$ cat config.mk
export PLATFORM = sky130hd
export DESIGN_NAME = pio_in_edge_capture_flat
export DESIGN_NICKNAME = d
export VERILOG_FILES = /design/src/rtl/pio_pkg.sv /design/src/rtl/pio_in_edge_capture_if.sv /design/src/rtl/pio_sync_bus.sv /design/src/rtl/pio_in_edge_capture.sv /design/src/flat_wrapper.sv
export SDC_FILE = /design/constraint.sdc
export NUM_CORES = 1
export LEC_CHECK = 0
export CAP_MARGIN = 5
export CORE_ASPECT_RATIO = 1.2
export CORE_MARGIN = 4
export CORE_UTILIZATION = 55
export CTS_BUF_LIST = sky130_fd_sc_hd__clkbuf_8 sky130_fd_sc_hd__clkbuf_16
export DETAILED_ROUTE_END_ITERATION = 7
export PLACE_DENSITY = 0.82
export SYNTH_ARGS = -nofsm -noshare
export SYNTH_HDL_FRONTEND = slang
export SYNTH_SLANG_ARGS = --single-unit
$ cat constraint.sdc
create_clock -name clk -period 3.2 [get_ports clk]
set_input_delay 0.96 -clock clk [delete_from_list [all_inputs] [get_ports clk]]
set_output_delay 0.96 -clock clk [all_outputs]
set_load 0.02 [all_outputs]
$ cat src/rtl/pio_pkg.sv
// rtl/pio_pkg.sv - shared PIO register addresses and edge-type codes
package pio_pkg;

  localparam logic [1:0] PIO_ADDR_DATA    = 2'd0;
  localparam logic [1:0] PIO_ADDR_IRQMASK = 2'd2;
  localparam logic [1:0] PIO_ADDR_EDGECAP = 2'd3;

  localparam int EDGE_RISING  = 0;
  localparam int EDGE_FALLING = 1;
  localparam int EDGE_ANY     = 2;

endpackage

$ cat src/rtl/pio_in_edge_capture_if.sv
// rtl/pio_in_edge_capture_if.sv - Avalon-MM slave register bus for the input PIO
interface pio_in_edge_capture_if;

  logic [1:0]  address;
  logic        chipselect;
  logic        write_n;
  logic [31:0] writedata;
  logic [31:0] readdata;

  modport master (
    output address, chipselect, write_n, writedata,
    input  readdata
  );

  modport slave (
    input  address, chipselect, write_n, writedata,
    output readdata
  );

endinterface

$ cat src/rtl/pio_sync_bus.sv
// rtl/pio_sync_bus.sv - per-bit flop chain synchronizer with async reset to 0
module pio_sync_bus #(
  parameter int WIDTH       = 27,
  parameter int SYNC_STAGES = 2
) (
  input  logic             clk,
  input  logic             reset_n,
  input  logic [WIDTH-1:0] d,
  output logic [WIDTH-1:0] q
);

  (* async_reg = "true" *) logic [WIDTH-1:0] sync_q [SYNC_STAGES];

  // Shift the asynchronous bus through SYNC_STAGES flops, all cleared by reset.
  always_ff @(posedge clk or negedge reset_n) begin
    if (!reset_n) begin
      for (int i = 0; i < SYNC_STAGES; i++) sync_q[i] <= '0;
    end else begin
      sync_q[0] <= d;
      for (int i = 1; i < SYNC_STAGES; i++) sync_q[i] <= sync_q[i-1];
    end
  end

  assign q = sync_q[SYNC_STAGES-1];

endmodule

$ cat src/rtl/pio_in_edge_capture.sv
// rtl/pio_in_edge_capture.sv - input PIO with per-bit edge capture and maskable level irq
module pio_in_edge_capture
  import pio_pkg::*;
#(
  parameter int WIDTH       = 27,
  parameter int SYNC_STAGES = 2,
  parameter int EDGE_TYPE   = EDGE_RISING
) (
  input  logic                  clk,
  input  logic                  reset_n,
  pio_in_edge_capture_if.slave  bus,
  input  logic [WIDTH-1:0]      in_port,
  output logic                  irq
);

  logic [WIDTH-1:0] sync_data;
  logic [WIDTH-1:0] prev_data;
  logic [WIDTH-1:0] rise;
  logic [WIDTH-1:0] fall;
  logic [WIDTH-1:0] edge_event;
  logic [WIDTH-1:0] edge_clr;
  logic [WIDTH-1:0] edge_capture;
  logic [WIDTH-1:0] irq_mask;
  logic             wr_en;
  logic [31:0]      rd_mux;

  pio_sync_bus #(
    .WIDTH       (WIDTH),
    .SYNC_STAGES (SYNC_STAGES)
  ) u_sync (
    .clk     (clk),
    .reset_n (reset_n),
    .d       (in_port),
    .q       (sync_data)
  );

  // Remember last cycle's synchronized value for edge comparison.
  always_ff @(posedge clk or negedge reset_n) begin
    if (!reset_n) prev_data <= '0;
    else          prev_data <= sync_data;
  end

  assign rise = sync_data & ~prev_data;
  assign fall = ~sync_data & prev_data;

  // Pick which transitions count as events for this instance.
  always_comb begin
    edge_event = rise;
    case (EDGE_TYPE)
      EDGE_FALLING: edge_event = fall;
      EDGE_ANY:     edge_event = rise | fall;
      default:      edge_event = rise;
    endcase
  end

  assign wr_en    = bus.chipselect & ~bus.write_n;
  assign edge_clr = (wr_en && bus.address == PIO_ADDR_EDGECAP) ? bus.writedata[WIDTH-1:0] : '0;

  // Sticky edge bits: write-1-to-clear, a same-cycle event wins over the clear.
  always_ff @(posedge clk or negedge reset_n) begin
    if (!reset_n) edge_capture <= '0;
    else          edge_capture <= (edge_capture & ~edge_clr) | edge_event;
  end

  // Interrupt enable mask, loaded from the low WIDTH bits of writedata.
  always_ff @(posedge clk or negedge reset_n) begin
    if (!reset_n)                                   irq_mask <= '0;
    else if (wr_en && bus.address == PIO_ADDR_IRQMASK) irq_mask <= bus.writedata[WIDTH-1:0];
  end

  assign irq = |(edge_capture & irq_mask);

  // Zero-extended register select; unmapped address 1 reads 0.
  always_comb begin
    rd_mux = '0;
    case (bus.address)
      PIO_ADDR_DATA:    rd_mux[WIDTH-1:0] = sync_data;
      PIO_ADDR_IRQMASK: rd_mux[WIDTH-1:0] = irq_mask;
      PIO_ADDR_EDGECAP: rd_mux[WIDTH-1:0] = edge_capture;
      default:          rd_mux = '0;
    endcase
  end

  // Read data is registered (latency 1) and returns pre-write state; idle bus reads 0.
  always_ff @(posedge clk or negedge reset_n) begin
    if (!reset_n)            bus.readdata <= '0;
    else if (bus.chipselect) bus.readdata <= rd_mux;
    else                     bus.readdata <= '0;
  end

endmodule

$ cat src/flat_wrapper.sv
// flat-port wrapper written by rule: the top's interface ports become plain ports
module pio_in_edge_capture_flat import pio_pkg::*;
#(
  parameter int WIDTH       = 27,
  parameter int SYNC_STAGES = 2,
  parameter int EDGE_TYPE   = EDGE_RISING
)
  (clk, reset_n, in_port, irq, bus_address, bus_chipselect, bus_write_n, bus_writedata, bus_readdata);
  pio_in_edge_capture_if bus_i ();
  input  logic clk;
  input  logic reset_n;
  input  logic [WIDTH-1:0] in_port;
  output logic irq;
  input wire logic [$bits(bus_i.address)-1:0] bus_address;
  input wire logic [$bits(bus_i.chipselect)-1:0] bus_chipselect;
  input wire logic [$bits(bus_i.write_n)-1:0] bus_write_n;
  input wire logic [$bits(bus_i.writedata)-1:0] bus_writedata;
  output wire logic [$bits(bus_i.readdata)-1:0] bus_readdata;
  assign bus_i.address = bus_address;
  assign bus_i.chipselect = bus_chipselect;
  assign bus_i.write_n = bus_write_n;
  assign bus_i.writedata = bus_writedata;
  assign bus_readdata = bus_i.readdata;
  pio_in_edge_capture #(.WIDTH(WIDTH), .SYNC_STAGES(SYNC_STAGES), .EDGE_TYPE(EDGE_TYPE)) u_core (.clk(clk), .reset_n(reset_n), .bus(bus_i), .in_port(in_port), .irq(irq));
endmodule
# After elaboration in Yosys (flattened, before gate mapping)

Cells that the tools add are included.

Bits in latches: 0
Output and inout port bits: 33
Input bits: 65
Bits in writable memories: 0
Memory bits (read-only): 0
Memories kept: 0
Word-level logic and storage cells: 23
Flip-flop bits (word level): 162

Divide/modulo/power cells: 0
Order comparisons: 0
Equality and inequality tests: 2
Bitwise gates (word level): 8
Shift-type cells: 0
Add/sub/neg operators: 0
Reduce and logical (&&, ||, !) cells: 4
$mul: 0
Multiplexer cells: 3

Operators with widths:

| kind                 | count |
|---|---|
| $and A27 B27 Y27     | 3 |
| $pmux W27 S3         | 1 |
| $mux W27             | 2 |
| $not A27 Y27         | 2 |
| $or A27 B27 Y27      | 1 |
| $reduce_or A27 Y1    | 1 |
| $eq A2 B2 Y1 const B | 2 |
| $logic_and A1 B1 Y1  | 2 |
| $logic_not A2 Y1     | 1 |
| $and A1 B1 Y1        | 1 |
| $not A1 Y1           | 1 |

# Depth between registers and ports, before layout

Gate-level depths: netlist (run 1).

Word-level depth: 7
Depth in mapped cells: 7
Depth with buffers taken out: 4

# Hierarchy

From an unflattened synthesis (run 1), not the netlist that was laid out.

Cells, all modules: 449
Area total of the unflattened synthesis: 6103.4 µm²

Modules (own cells, without submodules):

| module              | sequential area each (µm²) | cells an instance | area an instance (µm²) | times used |
|---|---|---|---|---|
| pio_in_edge_capture | 2702.6                     | 368               | 4549.4                 | 1 |
| pio_sync_bus        | 1351.3                     | 81                | 1554.0                 | 1 |

# Worst setup path after synthesis (run 1)

Ideal clock, no wire load.

Kind: reg-to-output
Start: register u_core.irq_mask[21]
End: output irq
Data arrival time: 1283 ps
Setup slack: 957 ps
Cell stages (with the launch flop): 5
Buffers on the path: 0
Required time: 2240 ps
Cell sequence: dfrtp_1 > a22o_1 > a221oi_1 > nand4_1 > or3_1

Cells in the longest elaborated chain, start to end: 2

Ends and longest elaborated chain:

| element                | RTL line                  | RTL |
|---|---|---|
| from (decl)            | pio_in_edge_capture.sv:23 | `logic [WIDTH-1:0] irq_mask;` |
| from (signal assigned) | pio_in_edge_capture.sv:68 | `else if (wr_en && bus.address == PIO_ADDR_IRQMASK) irq_mask <= bus.writedata[WIDTH-1:0];` |
| $and A27 B27 Y27       | pio_in_edge_capture.sv:71 | `assign irq = \|(edge_capture & irq_mask);` |
| $reduce_or A27 Y1      | pio_in_edge_capture.sv:71 |  |
| to (decl)              | flat_wrapper.sv:13        | `output logic irq;` |

Every way passes these cells.

# Final worst setup path (run 1)

Start: register u_core.irq_mask[4]
End: output irq

The elaborated chain is that of the path after synthesis.

==> impl_results.md, run 1 <==
* Clock Skew at 0.00670 ns
* Nets at 582
* Die area at 0.0122 mm2
* CTS buffer count at 17
* Total gr overflow at 0
* Root buffer cell: clkbuf_16
* Cells after synthesis at 421
* Routed wire length at 12,100 um
* Starting Density at 56.9%
* Filler cell count at 665
* Routed Antenna Nets at 0
* Actual slew at the worst max-slew pin at 0.872 ns
* Vias in the first global route at 3,815
* GPL Wtd Cong at 0.800
* Die X at 102 um
* Initial antenna violation count at 0
* First-pass GRT wire length at 19,600 um
* Fmax at 0.326 GHz
* Reg power frac at 49.3%
* Total track usage at 21.6%
* Critical Path RT at 2.24 ns
* Setup TNS at 0 ns
* Post-route minimum period at 3.07 ns
* IO Port Bufs at 87
* Synth Register Bits at 162
* Crit-path max FO at 3
* Dpl cells at 624
* Row Count at 40
* Via Count at 3,489
* Vias/cell at 5.35
* Relative slew slack at 41.8%
* Largest net degree at the start of global routing at 70
* Status: complete, no violations
* CTS clk-pin slew, worst paths at 0.06 ns
* Sink Count at 162
* Hold Path Class: reg -> reg
* CTS tree: done
* Sw Pwr at 1.10 mW
* Post-synth cell types at 22
* P_leak at 3.28 nW
* Fin. Hold Viols at 0
* Die Ht at 120 um
* Mapped cell area at 0.00579 mm2
* CP Capture Type: primary output
* R2R Setup Slk at 2.14 ns
* Setup ws final at 0.129 ns
* Avg WL per Cell at 18.5 um
* DRC errors left at 0
* Antenna diodes at 0
* Drt first-iter violations at 202
* Clock buffer depth at 2
* Max cap viols at 0
* First-pass DRT Iterations at 4
* Fraction of layout cells with a size suffix above 1 at 17.5%
* Comb pwr share at 11.3%
* Htree depth at 4
* Unrepaired setup endpoints after global routing: false
* Pre-CTS WS at 0.193 ns
* Mean Syn Cell Area at 13.7 um2
* Cell area power density at 648 mW/mm2
* Layout area overhead at 26.3%
* Most frequent cells in the layout: dfrtp_1, clkdlybuf4s50_1, nand2_1
* Total power at 4.74 mW
* P_int at 3.63 mW
* Core area at 0.0102 mm2
* Sequential area share after synthesis at 70.1%
* Synth warn at 0
* Hold slack at 0.346 ns
* IO Pins at 98
* WS Path Type: reg -> out
* Commonest non-fill, non-tap cell in the layout: dfrtp_1
* Final setup viols at 0
* Clk pwr share at 39.4%
* Crit start category: flip-flop
* Worst-Skew Late Latency at 0.42 ns
* Slew Limit Fails at 0
* CP arrival at 2.11 ns
* VDD IR max at 0.372 mV
* Sw frac at 23.3%
* Final critical-path share of the clock period at 96.0%
* Non-Filler Instances at 652
* Post-CTS Hold Buffers at 0
* HPWL after DPL at 7460 um
-- kinds of logic after synthesis --
group                  share of synthesized area, %
flip-flops                                     70.1
AND/OR/NAND/NOR                                7.57
AO/OA/AOI/OAI                                  7.61
multiplexers                                   10.5
buffers and inverters                          4.17
other                                        0.0648
-- flip-flops by register name, indices dropped and copies added (netlist names) --
name,count
u_core.prev_data,27
u_core.irq_mask,27
u_core.edge_capture,27
u_core.u_sync.sync_q,27
u_core.u_sync.q,27
u_core.bus.readdata,27
-- area by class of cell --
class / instances / area (um2) / area share [%]
timing repair buffer: 94 / 943 / 12.9
clock inverter: 7 / 61.3 / 0.839
tap: 126 / 158 / 2.16
inverter: 27 / 101 / 1.39
sequential: 162 / 4050 / 55.5
multi-input combinational: 215 / 1510 / 20.7
clock buffer: 21 / 480 / 6.57
-- metal layers --
layer / global-route usage (%) / part of all wire (%) / up-vias
li1: - / - / 1600
met5: 0 / 0 / -
met2: 34.1 / 51 / 108
met3: 5.60 / 5.5 / 22
met4: 10.1 / 2.5 / 0
met1: 27.9 / 41 / 1759
-- cell usage after synthesis (all sizes together) --
library cell / number / area (um2)
dfrtp: 162 / 4050
nand2: 55 / 206
mux2: 54 / 608
a22oi: 37 / 278
inv: 27 / 101
nor2b: 27 / 169
o21ai: 27 / 135
buf: 16 / 121
clkbuf: 5 / 18.8
nand4: 3 / 18.8
a221oi: 1 / 8.76
a222oi: 1 / 10.0
a22o: 1 / 8.76
and4b: 1 / 10.0
conb: 1 / 3.75
nor2: 1 / 11.3
nor3: 1 / 16.3
or3: 1 / 6.26
-- critical path, cell delays in order (launching register included) --
cell and delay [ns]:
dfrtp_1 0.42, a22o_1 0.23, a221oi_2 0.25, nand4_1 0.12, or3_1 0.34, dlygate4sd2_1 0.34
-- worst paths after layout --
path / from / end / depth (start not counted)
worst min register to register: u_core.u_sync.sync_q[31] / u_core.u_sync.q[4] / 0
min in group asynchronous: reset_n / u_core.u_sync.sync_q[44] / 1
worst min-delay path: u_core.u_sync.sync_q[31] / u_core.u_sync.q[4] / 0
worst max register to register: u_core.irq_mask[4] / u_core.bus.readdata[4] / 3
max in group asynchronous: reset_n / u_core.u_sync.sync_q[34] / 2
worst max-delay path: u_core.irq_mask[4] / irq / 5
-- power by group through the flow --
stage	sequential, mW	combinational, mW	clock (mW)
after detailed placement	2.37	0.530	0
after CTS	2.34	0.542	1.89
final	2.34	0.534	1.87
after global placement	2.35	0.512	0
after floorplan	2.37	0.260	0
after global routing	2.36	0.585	1.98
-- stage by stage --
step                      util (%)  instance area [um2]
after floorplan                  -                 5800
after global placement        66.6                 6760
after detailed placement      66.6                 6760
after CTS                     71.9                 7310
after global routing          71.9                 7310
final                         71.9                 7310
-- repair_timing --
| item | in CTS | in global routing |
|---|---|---|
| gates resized for setup | 2 | 0 |
| hold endpoints to repair | 0 | 0 |
| endpoints found under the setup margin | 1 | 0 |
| setup buffers | 0 | 0 |
(Power assumes the default switching activity.)
==> run 2, diff against run 1 <==
--- a/config.mk
+++ b/config.mk
@@ -8,10 +8,10 @@
 export CAP_MARGIN = 5
 export CORE_ASPECT_RATIO = 1.2
 export CORE_MARGIN = 4
-export CORE_UTILIZATION = 55
+export CORE_UTILIZATION = 35
 export CTS_BUF_LIST = sky130_fd_sc_hd__clkbuf_8 sky130_fd_sc_hd__clkbuf_16
 export DETAILED_ROUTE_END_ITERATION = 7
-export PLACE_DENSITY = 0.82
+export RECOVER_POWER = 50
 export SYNTH_ARGS = -nofsm -noshare
 export SYNTH_HDL_FRONTEND = slang
 export SYNTH_SLANG_ARGS = --single-unit
==> impl_results.md, run 2 (same netlist as run 1, synthesis figures left out) <==
* Status: finished with violations
* Failing checks: max-capacitance violations, max-slew violations
* GR Util met2 at 23.3%
* Fraction of layout cells with a size suffix above 1 at 17.8%
* Fin. Hold Viols at 0
* CTS tree: done
* First-pass GRT wire length at 20,100 um
* Vias/cell at 4.65
* Layout area overhead at 28.2%
* Post-route minimum period at 2.95 ns
* Crit-path max FO at 3
* Unrepaired setup endpoints after global routing: false
* Nets at 584
* Worst r2r src: u_core.edge_capture[25]
* Antenna diodes at 0
* Actual slew at the worst max-slew pin at 1.69 ns
* Seq. cell area at 0.00405 mm2
* Total track usage at 13.8%
* Crit path from: u_core.irq_mask[21]
* Via Count at 3,442
* Root buffer cell: clkbuf_16
* Htree depth at 4
* Routed wire length at 12,200 um
* VDD IR max at 0.326 mV
* Final critical-path share of the clock period at 92.2%
* Avg WL per Cell at 16.5 um
* Total gr overflow at 0
* IO Pins at 98
* P_int at 3.64 mW
* HPWL after DPL at 7950 um
* CP Capture Type: primary output
* Starting Density at 35.7%
* Met1 Resource Use GR at 17.1%
* Clk pwr share at 39.6%
* Clock Skew at 0.00754 ns
* Slew Limit Fails at 65
* Commonest non-fill, non-tap cell in the layout: dfrtp_1
* Max cap viols at 1
* Hold Path Class: reg -> reg
* Worst path slowest cell: dfrtp_1
* Die Ht at 149 um
* Reg power frac at 49.4%
* Die X at 125 um
* GPL Wtd Cong at 0.729
* Area of the multi-input gates at 0.00151 mm2
* WS Path Type: reg -> out
* Cell Chain, Critical Path: a22o_1, a221oi_2, buf_4, nand4_1, or3_1, clkbuf_2
* Vias in the first global route at 3,850
* Sink Count at 162
* Filler cell count at 1,494
* Largest net degree at the start of global routing at 67
* Core area at 0.0162 mm2
* Die area at 0.0187 mm2
* P_leak at 3.30 nW
* Critical Path RT at 2.24 ns
* Hold Path Origin: u_core.u_sync.sync_q[29]
* First-pass DRT Iterations at 5
* Clock buffer depth at 2
* Row Count at 51
* DRC errors left at 0
* Drt first-iter violations at 160
* Sw frac at 22.9%
* Final setup viols at 0
* Dpl cells at 712
* Fmax at 0.339 GHz
* CP arrival at 1.99 ns
* Relative slew slack at -12.5%
* Routing usage on met3 at 3.69%
* Setup TNS at 0 ns
* Comb pwr share at 11.0%
* Routed Antenna Nets at 0
* Grt peak-use layer: met2
* Post-CTS Hold Buffers at 0
* Sw Pwr at 1.08 mW
* Worst-Skew Late Latency at 0.41 ns
* Worst path max stage delay at 0.39 ns
* Setup Fix Bufs, Post-CTS at 0
* CTS buffer count at 17
* Cell area power density at 636 mW/mm2
* Most frequent cells in the layout: dfrtp_1, clkdlybuf4s50_1, nand2_1
* Initial antenna violation count at 0
* Crit start category: flip-flop
* CTS clk-pin slew, worst paths at 0.06 ns
* Non-Filler Instances at 740
* IO Port Bufs at 87
==> run 2: metrics by stage <==
stage	power, mW	utilization, %	worst slack [ns]	instance area (um2)	hold slack, ns
2_1_floorplan	2.63	-	0.957	5800	0.331
3_3_place_gp	2.88	42.5	0.110	6890	0.332
3_5_place_dp	2.90	42.5	0.133	6890	0.335
4_1_cts	4.80	45.8	0.00541	7430	0.348
5_1_grt	4.93	45.8	0.0999	7420	0.352
6_report	4.72	45.8	0.249	7420	0.346
==> run 2: per-layer routing <==
layer	part of all wire, %	vias up
met5	0	-
met4	1.7	0
met2	50	67
met3	3.1	11
li1	-	1603
met1	45	1761
==> run 2: power by group through the flow <==
stage,clock (mW),combinational [mW],sequential (mW)
global placement,0,0.526,2.35
detailed placement,0,0.537,2.37
CTS,1.92,0.542,2.33
floorplan,0,0.260,2.37
global route,2.01,0.573,2.35
finish,1.87,0.521,2.33
==> run 2: path summary, 6_finish.rpt <==
path / endpoint / depth (start not counted) / slack, ns
max: irq / 6 / 0.25
max reg2reg: u_core.bus.readdata[25] / 3 / 2.16
max in group asynchronous: u_core.u_sync.sync_q[39] / 2 / 1.10
min in group asynchronous: u_core.bus.readdata[8] / 1 / 0.99
min: u_core.u_sync.q[2] / 0 / 0.35
min reg2reg: u_core.u_sync.q[2] / 0 / 0.35
==> run 2: repair_timing <==
action                                  CTS  global route
cloned                                    0             0
resized for setup                         3             1
pin swaps                                 0             0
endpoints found under the setup margin    1             1
==> run 2: worst max-delay path, delay by kind of cell (launching register included) <==
family | cells | cell delay [ns]
compound gates | 2 | 0.44
simple gates | 2 | 0.42
flops | 1 | 0.39
buf+inv | 2 | 0.34
==> run 2: cell type report <==
cell class | count | share of cell area [%]
Multi-Input combinational cell | 215 | 20.4
Clock buffer | 18 | 5.92
Clock inverter | 10 | 1.32
Timing Repair Buffer | 96 | 12.8
Sequential cell | 162 | 54.7
Tap cell | 212 | 3.58
Inverter | 27 | 1.37
==> run 3, diff against run 2 <==
--- a/config.mk
+++ b/config.mk
@@ -14,4 +14,5 @@
 export RECOVER_POWER = 50
 export SYNTH_ARGS = -nofsm -noshare
 export SYNTH_HDL_FRONTEND = slang
+export SYNTH_HIERARCHICAL = 1
 export SYNTH_SLANG_ARGS = --single-unit
==> impl_results.md, run 3 <==
* Status: finished with violations
* Failing checks: max-capacitance violations, max-slew violations
* IO Port Bufs at 87
* Most common cell in the netlist: dfrtp_1
* Total track usage at 13.8%
* Hold Path Class: reg -> reg
* Synth warn at 6
* Cell area power density at 653 mW/mm2
* Crit-path max FO at 3
* HPWL after DPL at 8730 um
* Actual slew at the worst max-slew pin at 2.10 ns
* Filler cell count at 1,540
* Most frequent cells in the layout: dfrtp_1, clkdlybuf4s50_1, nand2_1
* Drt first-iter violations at 224
* CTS clk-pin slew, worst paths at 0.06 ns
* Comb pwr share at 10.6%
* Die area at 0.0196 mm2
* Sw frac at 22.6%
* Final setup viols at 0
* IO Pins at 98
* Crit path from: u_core/irq_mask[14]
* VDD IR max at 0.383 mV
* Vias in the first global route at 3,818
* Synth area leaders: dfrtp_1, mux2_4, mux2i_1
* First-pass DRT Iterations at 4
* Unrepaired setup endpoints after global routing: false
* Initial antenna violation count at 0
* Mean Syn Cell Area at 13.6 um2
* Sink Count at 162
* Layout area overhead at 24.0%
* Clock buffer depth at 2
* Die Ht at 153 um
* Hold slack at 0.338 ns
* Post-synth cell types at 23
* Setup TNS at 0 ns
* Cell taking the most area after synthesis: dfrtp_1
* GPL Wtd Cong at 0.762
* CTS buffer count at 17
* DRC errors left at 0
* Mapped cell area at 0.00610 mm2
* Crit start category: flip-flop
* Die X at 129 um
* Sw Pwr at 1.12 mW
* Hold Path Origin: u_core/u_sync/sync_q[27]
* P_int at 3.82 mW
* Max cap viols at 1
* Share of flip-flops with an asynchronous set or reset at 100%
* Clk pwr share at 41.9%
* Synth cell count leaders: dfrtp_1, nand2_1, buf_4, a22o_1, and2_1
* Main synth FF type: dfrtp_1
* Routed Antenna Nets at 0
* CTS tree: done
* Fmax at 0.330 GHz
* Root buffer cell: clkbuf_16
* Starting Density at 35.9%
* Via Count at 3,533
* EDFF count, synth at 0
* Post-route minimum period at 3.03 ns
* Avg WL per Cell at 17.2 um
* Relative slew slack at -40.1%
* First-pass GRT wire length at 20,700 um
* P_leak at 3.47 nW
* Vias/cell at 4.71
* WS Path Type: reg -> out
* Antenna diodes at 0
* Htree depth at 4
* CP Capture Type: primary output
* Total gr overflow at 0
* Slew Limit Fails at 50
* Worst-Skew Late Latency at 0.42 ns
* Final critical-path share of the clock period at 94.7%
* Clock Skew at 0.00642 ns
* Sequential area share after synthesis at 66.4%
* Row Count at 52
* Synth Register Bits at 162
* Reg power frac at 47.5%
* Fraction of layout cells with a size suffix above 1 at 13.1%
* Critical Path RT at 2.24 ns
* Fin. Hold Viols at 0
* Core area at 0.0170 mm2
* Largest net degree at the start of global routing at 62
* Post-CTS Hold Buffers at 0
* Nets at 587
* Worst r2r src: u_core/irq_mask[25]
* Top cell type's share of synthesized area at 66.4%
* Cells after synthesis at 449
* Routed wire length at 12,900 um
* CP arrival at 2.07 ns
* Commonest non-fill, non-tap cell in the layout: dfrtp_1
[run 3: timing repair]
item                       CTS  global route
resized for setup            1             1
buffers inserted             0             0
setup endpoints to repair    1             1
[run 3: final cells by class]
| type | count | area, um2 | area share (%) |
|---|---|---|---|
| Multi-Input combinational cell | 214 | 1570 | 20.7 |
| Clock buffer | 18 | 439 | 5.80 |
| Tap cell | 216 | 270 | 3.57 |
| Inverter | 27 | 101 | 1.34 |
| Clock inverter | 13 | 170 | 2.25 |
| Sequential cell | 162 | 4050 | 53.6 |
| Timing Repair Buffer | 100 | 966 | 12.8 |
[run 3: path summary, 6_finish.rpt]
kind	end	slack [ns]	cells after the start
setup / recovery	irq	0.17	5
hold / removal	u_core/u_sync/q[0]	0.34	0
setup reg to reg	u_core/bus.readdata[25]	2.23	3
hold reg to reg	u_core/u_sync/q[0]	0.34	0
max in group asynchronous	u_core/u_sync/sync_q[27]	0.51	2
min in group asynchronous	u_core/irq_mask[20]	1.29	1
[run 3: layer usage]
layer	track usage [%]	routed length, um
met5	0	0
met4	5.70	233
met3	4.07	691
met2	21.9	6430
met1	17.6	5570
[run 3: cell families after synthesis]
logic type | count (synthesis) | synth area share (%)
other cells | 1 | 0.0614
flops | 162 | 66.4
mux | 54 | 10.6
compound gates | 67 | 7.77
buf+inv | 77 | 8.16
simple gates | 88 | 6.95
[run 3: power groups by stage]
stage	Sequential, mW	Clock (mW)	Combinational (mW)
detailed placement	2.38	0	0.540
CTS	2.35	2.13	0.543
global placement	2.37	0	0.531
finish	2.35	2.07	0.523
global route	2.37	2.22	0.572
floorplan	2.37	0	0.302
[run 3: per-stage QoR]
stage	std cells	power (mW)	instance area, um2	setup slack [ns]	utilization (%)
2_1_floorplan	453	2.67	6120	0.952	-
3_3_place_gp	719	2.90	6970	0.327	41.0
3_5_place_dp	719	2.92	6970	0.311	41.0
4_1_cts	750	5.02	7580	0.0677	44.6
5_1_grt	750	5.16	7570	0.0111	44.6
6_report	750	4.94	7570	0.169	44.6
[run 3: critical path, stage by stage, from the launching register on]
cell             delay (ns)
dfrtp_1                0.40
a22o_1                 0.25
a221oi_1               0.21
nand4_1                0.13
or3_1                  0.36
clkdlybuf4s15_1        0.31
==> patch 1 (config.mk and constraints of run 2) <==
Reset style: synchronous (`reset_n`), changed in 5 clocked blocks. Comments in the files are not updated.
--- a/src/rtl/pio_sync_bus.sv
+++ b/src/rtl/pio_sync_bus.sv
@@ -14,3 +14,3 @@
   // Shift the asynchronous bus through SYNC_STAGES flops, all cleared by reset.
-  always_ff @(posedge clk or negedge reset_n) begin
+  always_ff @(posedge clk) begin
     if (!reset_n) begin
--- a/src/rtl/pio_in_edge_capture.sv
+++ b/src/rtl/pio_in_edge_capture.sv
@@ -37,3 +37,3 @@
   // Remember last cycle's synchronized value for edge comparison.
-  always_ff @(posedge clk or negedge reset_n) begin
+  always_ff @(posedge clk) begin
     if (!reset_n) prev_data <= '0;
@@ -59,3 +59,3 @@
   // Sticky edge bits: write-1-to-clear, a same-cycle event wins over the clear.
-  always_ff @(posedge clk or negedge reset_n) begin
+  always_ff @(posedge clk) begin
     if (!reset_n) edge_capture <= '0;
@@ -65,3 +65,3 @@
   // Interrupt enable mask, loaded from the low WIDTH bits of writedata.
-  always_ff @(posedge clk or negedge reset_n) begin
+  always_ff @(posedge clk) begin
     if (!reset_n)                                   irq_mask <= '0;
@@ -84,3 +84,3 @@
   // Read data is registered (latency 1) and returns pre-write state; idle bus reads 0.
-  always_ff @(posedge clk or negedge reset_n) begin
+  always_ff @(posedge clk) begin
     if (!reset_n)            bus.readdata <= '0;
Formal check against the unedited RTL: differs if reset_n is asserted again (counterexample within 4 cycles, from zero or initial values and one cycle with reset_n low); with reset_n held inactive, the same outputs for 4 cycles.
==> patch 1 against run 2 <==
Sequential cell count unchanged. Routed wire length up 8.9%. Synthesized area down 3.5%. Worst hold slack better by 0.073 ns. Fmax down 3.3%. Worst setup slack worse by 0.099 ns. Clock power up 11%. Total power down 5.4%. Final area down 2.4%.
==> patch 1: results (changes against run 2) <==
first-pass GRT wire length=21.3 mm (+6.2%); GRT Resource Usage Total=0.153 (+0.0153); antenna cells=1 (+1); # clk buffers=19 (+1); Area contributors post-synth=dfxtp_1, nand2_1, and2_1, mux2_2, a22oi_1; WL per Instance=15.1 um (-8.4%); inverters=28 (+3.7%); Worst-Margin Slew=1.16 ns (-0.523 ns); worst reg2reg startpoint=u_core.irq_mask[8]; post-synthesis sequential area ratio=0.581 (-0.120); multi-input gates=352 (+64%); Clock Skews=0.00881 ns (+0.00127 ns); worst reg2reg setup slack=2.22 ns (+0.06 ns); initial antenna violation count=1 (+1); post-synthesis mux area share=0.0544 (-0.0507); post-synthesis cell type count=28 (+27%); VDD IR max=0.366 mV (+12%); Mapped Avg Cell Area=9.69 um2 (-29%); Vias=4151 (+21%); Compound-Gate Fraction of Synth Area=0.119 (+0.0424); status=finished, final reports clean; Met2 Wirelength=6.60 mm (+8.0%); Synth Flop Type=dfxtp_1; CP peak stage delay=0.50 ns (+0.11 ns); GRT met3 Usage=0.0395 (+0.00263); GR Util met2=0.249 (+0.0167); vias in the first global route=4193 (+8.9%); Gate power share=0.060 (-0.050); most frequent cells after synthesis=dfxtp_1, nand2_1, and2_1; hpwl dp=8.71 mm (+9.6%); multi-input gate share of total cell area=0.281 (+0.0768); Final min period=3.05 ns (+0.0992 ns); Final #Nets=723 (+24%); share of post-route cells with drive strength above 1=0.109 (-0.0692); Worst setup startpoint=u_core.irq_mask[12]; cell taking the most area after synthesis=dfxtp_1; Post-Layout Cell Count=880 (+19%)
-- patch 1: cell types whose count changed in the layout (fill, tap and decap cells not counted), moves of 15 or more --
cell	before	now
and2_1	0	36
nor2b_1	27	0
dlygate4sd3_1	27	12
a21boi_0	0	22
dfxtp_1	0	162
nor2_1	0	27
o21ai_1	20	0
mux2_2	53	27
and2_0	0	18
dfrtp_1	162	0
clkdlybuf4s50_1	57	73
nand2_1	55	108
nand3_1	0	27
o21ai_0	7	27
-- patch 1: metrics by stage --
stage | total power [mW] | area [um2] | hold WS, ns | setup WS, ns
2_1_floorplan | 2.31 | 5600 | 0.399 | 1.06
3_3_place_gp | 2.44 | 6650 | 0.401 | 0.313
3_5_place_dp | 2.44 | 6650 | 0.412 | 0.277
4_1_cts | 4.51 | 7260 | 0.421 | 0.119
5_1_grt | 4.63 | 7240 | 0.437 | 0.0942
6_report | 4.47 | 7240 | 0.419 | 0.150
==> patch 2 (flow settings as in run 2) <==
Without the edit above. `SYNC_STAGES` is set to 2 in 3 places; all go to 4.
--- a/src/rtl/pio_sync_bus.sv
+++ b/src/rtl/pio_sync_bus.sv
@@ -3,3 +3,3 @@
   parameter int WIDTH       = 27,
-  parameter int SYNC_STAGES = 2
+  parameter int SYNC_STAGES = 4
 ) (
--- a/src/rtl/pio_in_edge_capture.sv
+++ b/src/rtl/pio_in_edge_capture.sv
@@ -5,3 +5,3 @@
   parameter int WIDTH       = 27,
-  parameter int SYNC_STAGES = 2,
+  parameter int SYNC_STAGES = 4,
   parameter int EDGE_TYPE   = EDGE_RISING
--- a/src/flat_wrapper.sv
+++ b/src/flat_wrapper.sv
@@ -4,3 +4,3 @@
   parameter int WIDTH       = 27,
-  parameter int SYNC_STAGES = 2,
+  parameter int SYNC_STAGES = 4,
   parameter int EDGE_TYPE   = EDGE_RISING
Formal check against the unedited RTL: not equivalent (a bounded check fails within 4 cycles, from zero or initial values and one cycle with reset_n low).
==> patch 2 against run 2 <==
The run still ends with capacitance limit, slew limit left. Total power increased by 27%. Sequential share of layout area increased by 5.5 points. Worst hold slack got worse by 0.0058 ns. Sequential cell count increased by 54. Worst setup slack got worse by 0.14 ns. Die area increased by 22%. Routed wire length increased by 16%. Synthesized area increased by 23%. Final area increased by 21%. Synthesized cell count increased by 13%.
==> patch 2: results (changes against run 2) <==
WP data arrival=2.14 ns (+0.15 ns); async set-reset flop share out of synthesis=1.00 (unchanged); most frequent cells after synthesis=dfrtp_1, nand2_1, mux2_2; P_leak=4.03 nW (+22%); CTS Buf Count=22 (+5); vias in the first global route=4366 (+13%); CP max stage cell=dfrtp_1; Clock Skews=0.00757 ns (+0.0000310 ns); clock tree buffer depth=3 (+1); Area contributors post-synth=dfrtp_1, mux2_2, a22oi_1, nand2_1, nor2b_1; first-pass GRT wire length=23.2 mm (+16%); Final #Nets=644 (+10%); hpwl dp=8.88 mm (+12%); placed cells=816 (+15%); Max-cap violations=1 (unchanged); largest net degree at the start of global routing=85 (+27%); Compound-Gate Fraction of Synth Area=0.0617 (-0.0144); Synth Instances=475 (+13%); Vias=3861 (+12%); sw power=1.34 mW (+24%); Place WS=0.209 ns (+0.0766 ns); Worst-Margin Slew=2.13 ns (+0.447 ns); status=complete, but fails checks; CTS-repair resized insts=4 (+1); Final Max Slew Viols=83 (+28%); initial drt markers=220 (+38%); delay-heaviest family, CP=compound AO/OA/AOI/OAI gates; root buffer cell=clkbuf_16; 1st-pass router iterations=4 (-1); global placer's final weighted congestion=0.733 (+0.63%); placed cell area=8310 um2 (+21%); share of post-route cells with drive strength above 1=0.164 (-0.0145); post-synthesis mux area share=0.0852 (-0.0199); Fillers=1763 (+18%); WL per Instance=16.6 um (+0.92%); Post-Layout Cell Count=854 (+15%); clock latency on the worst-skew pair=0.49 ns (+0.08 ns); violated checks=capacitance limit, slew limit; number of buffers added on ports=87 (unchanged); post-synthesis sequential area ratio=0.757 (+0.0567); GRT Resource Usage Total=0.128 (-0.00956); Most flops, register=u_core.u_sync.sync_q; H-tree depth=1 (-3); VDD IR max=0.367 mV (+13%); Post-CTS Setup Inserts=0 (unchanged)
==> patch 2: changes by cell type in the layout (fill, tap and decap cells not counted), sizes merged <==
| cell | before | now |
|---|---|---|
| buf | 10 | 12 |
| inv | 29 | 36 |
| clkinv | 6 | 0 |
| bufinv | 2 | 0 |
| dfrtp | 162 | 216 |
| clkbuf | 20 | 30 |
==> patch 2: power by group through the flow <==
stage,clock [mW],combinational [mW],sequential [mW]
after floorplan,0,0.260,3.10
after global placement,0,0.546,3.09
after detailed placement,0,0.560,3.11
after CTS,2.48,0.563,3.06
after global routing,2.59,0.602,3.08
final,2.39,0.540,3.06
==> patch 2: path summary, 6_finish.rpt <==
check                                               from                        to  slack (ns)  cells past startpoint
worst min-delay path            u_core.u_sync.sync_q[89]  u_core.u_sync.sync_q[62]        0.34                      0
worst max register to register   u_core.edge_capture[25]   u_core.bus.readdata[25]        2.15                      3
worst min register to register  u_core.u_sync.sync_q[89]  u_core.u_sync.sync_q[62]        0.34                      0
min in group asynchronous                        reset_n  u_core.u_sync.sync_q[83]        1.10                      1
max in group asynchronous                        reset_n  u_core.u_sync.sync_q[37]        0.80                      2
worst max-delay path                 u_core.irq_mask[21]                       irq        0.10                      6
==> patch 2: routing by layer <==
metal  vias up  GRT usage  share of wire
li1       1778          -              -
met2        93      0.217           0.51
met5         -          0              0
met1      1962      0.164           0.41
met3        28     0.0284          0.059
met4         0     0.0458          0.022
==> patch 2: cell type report <==
type | count | area, um2 | area share
clock inverter | 9 | 33.8 | 0.00376
sequential | 216 | 5410 | 0.602
tap | 261 | 327 | 0.0363
clock buffer | 29 | 658 | 0.0732
multi-input combinational | 215 | 1510 | 0.168
timing repair buffer | 97 | 956 | 0.106
inverter | 27 | 101 | 0.0113
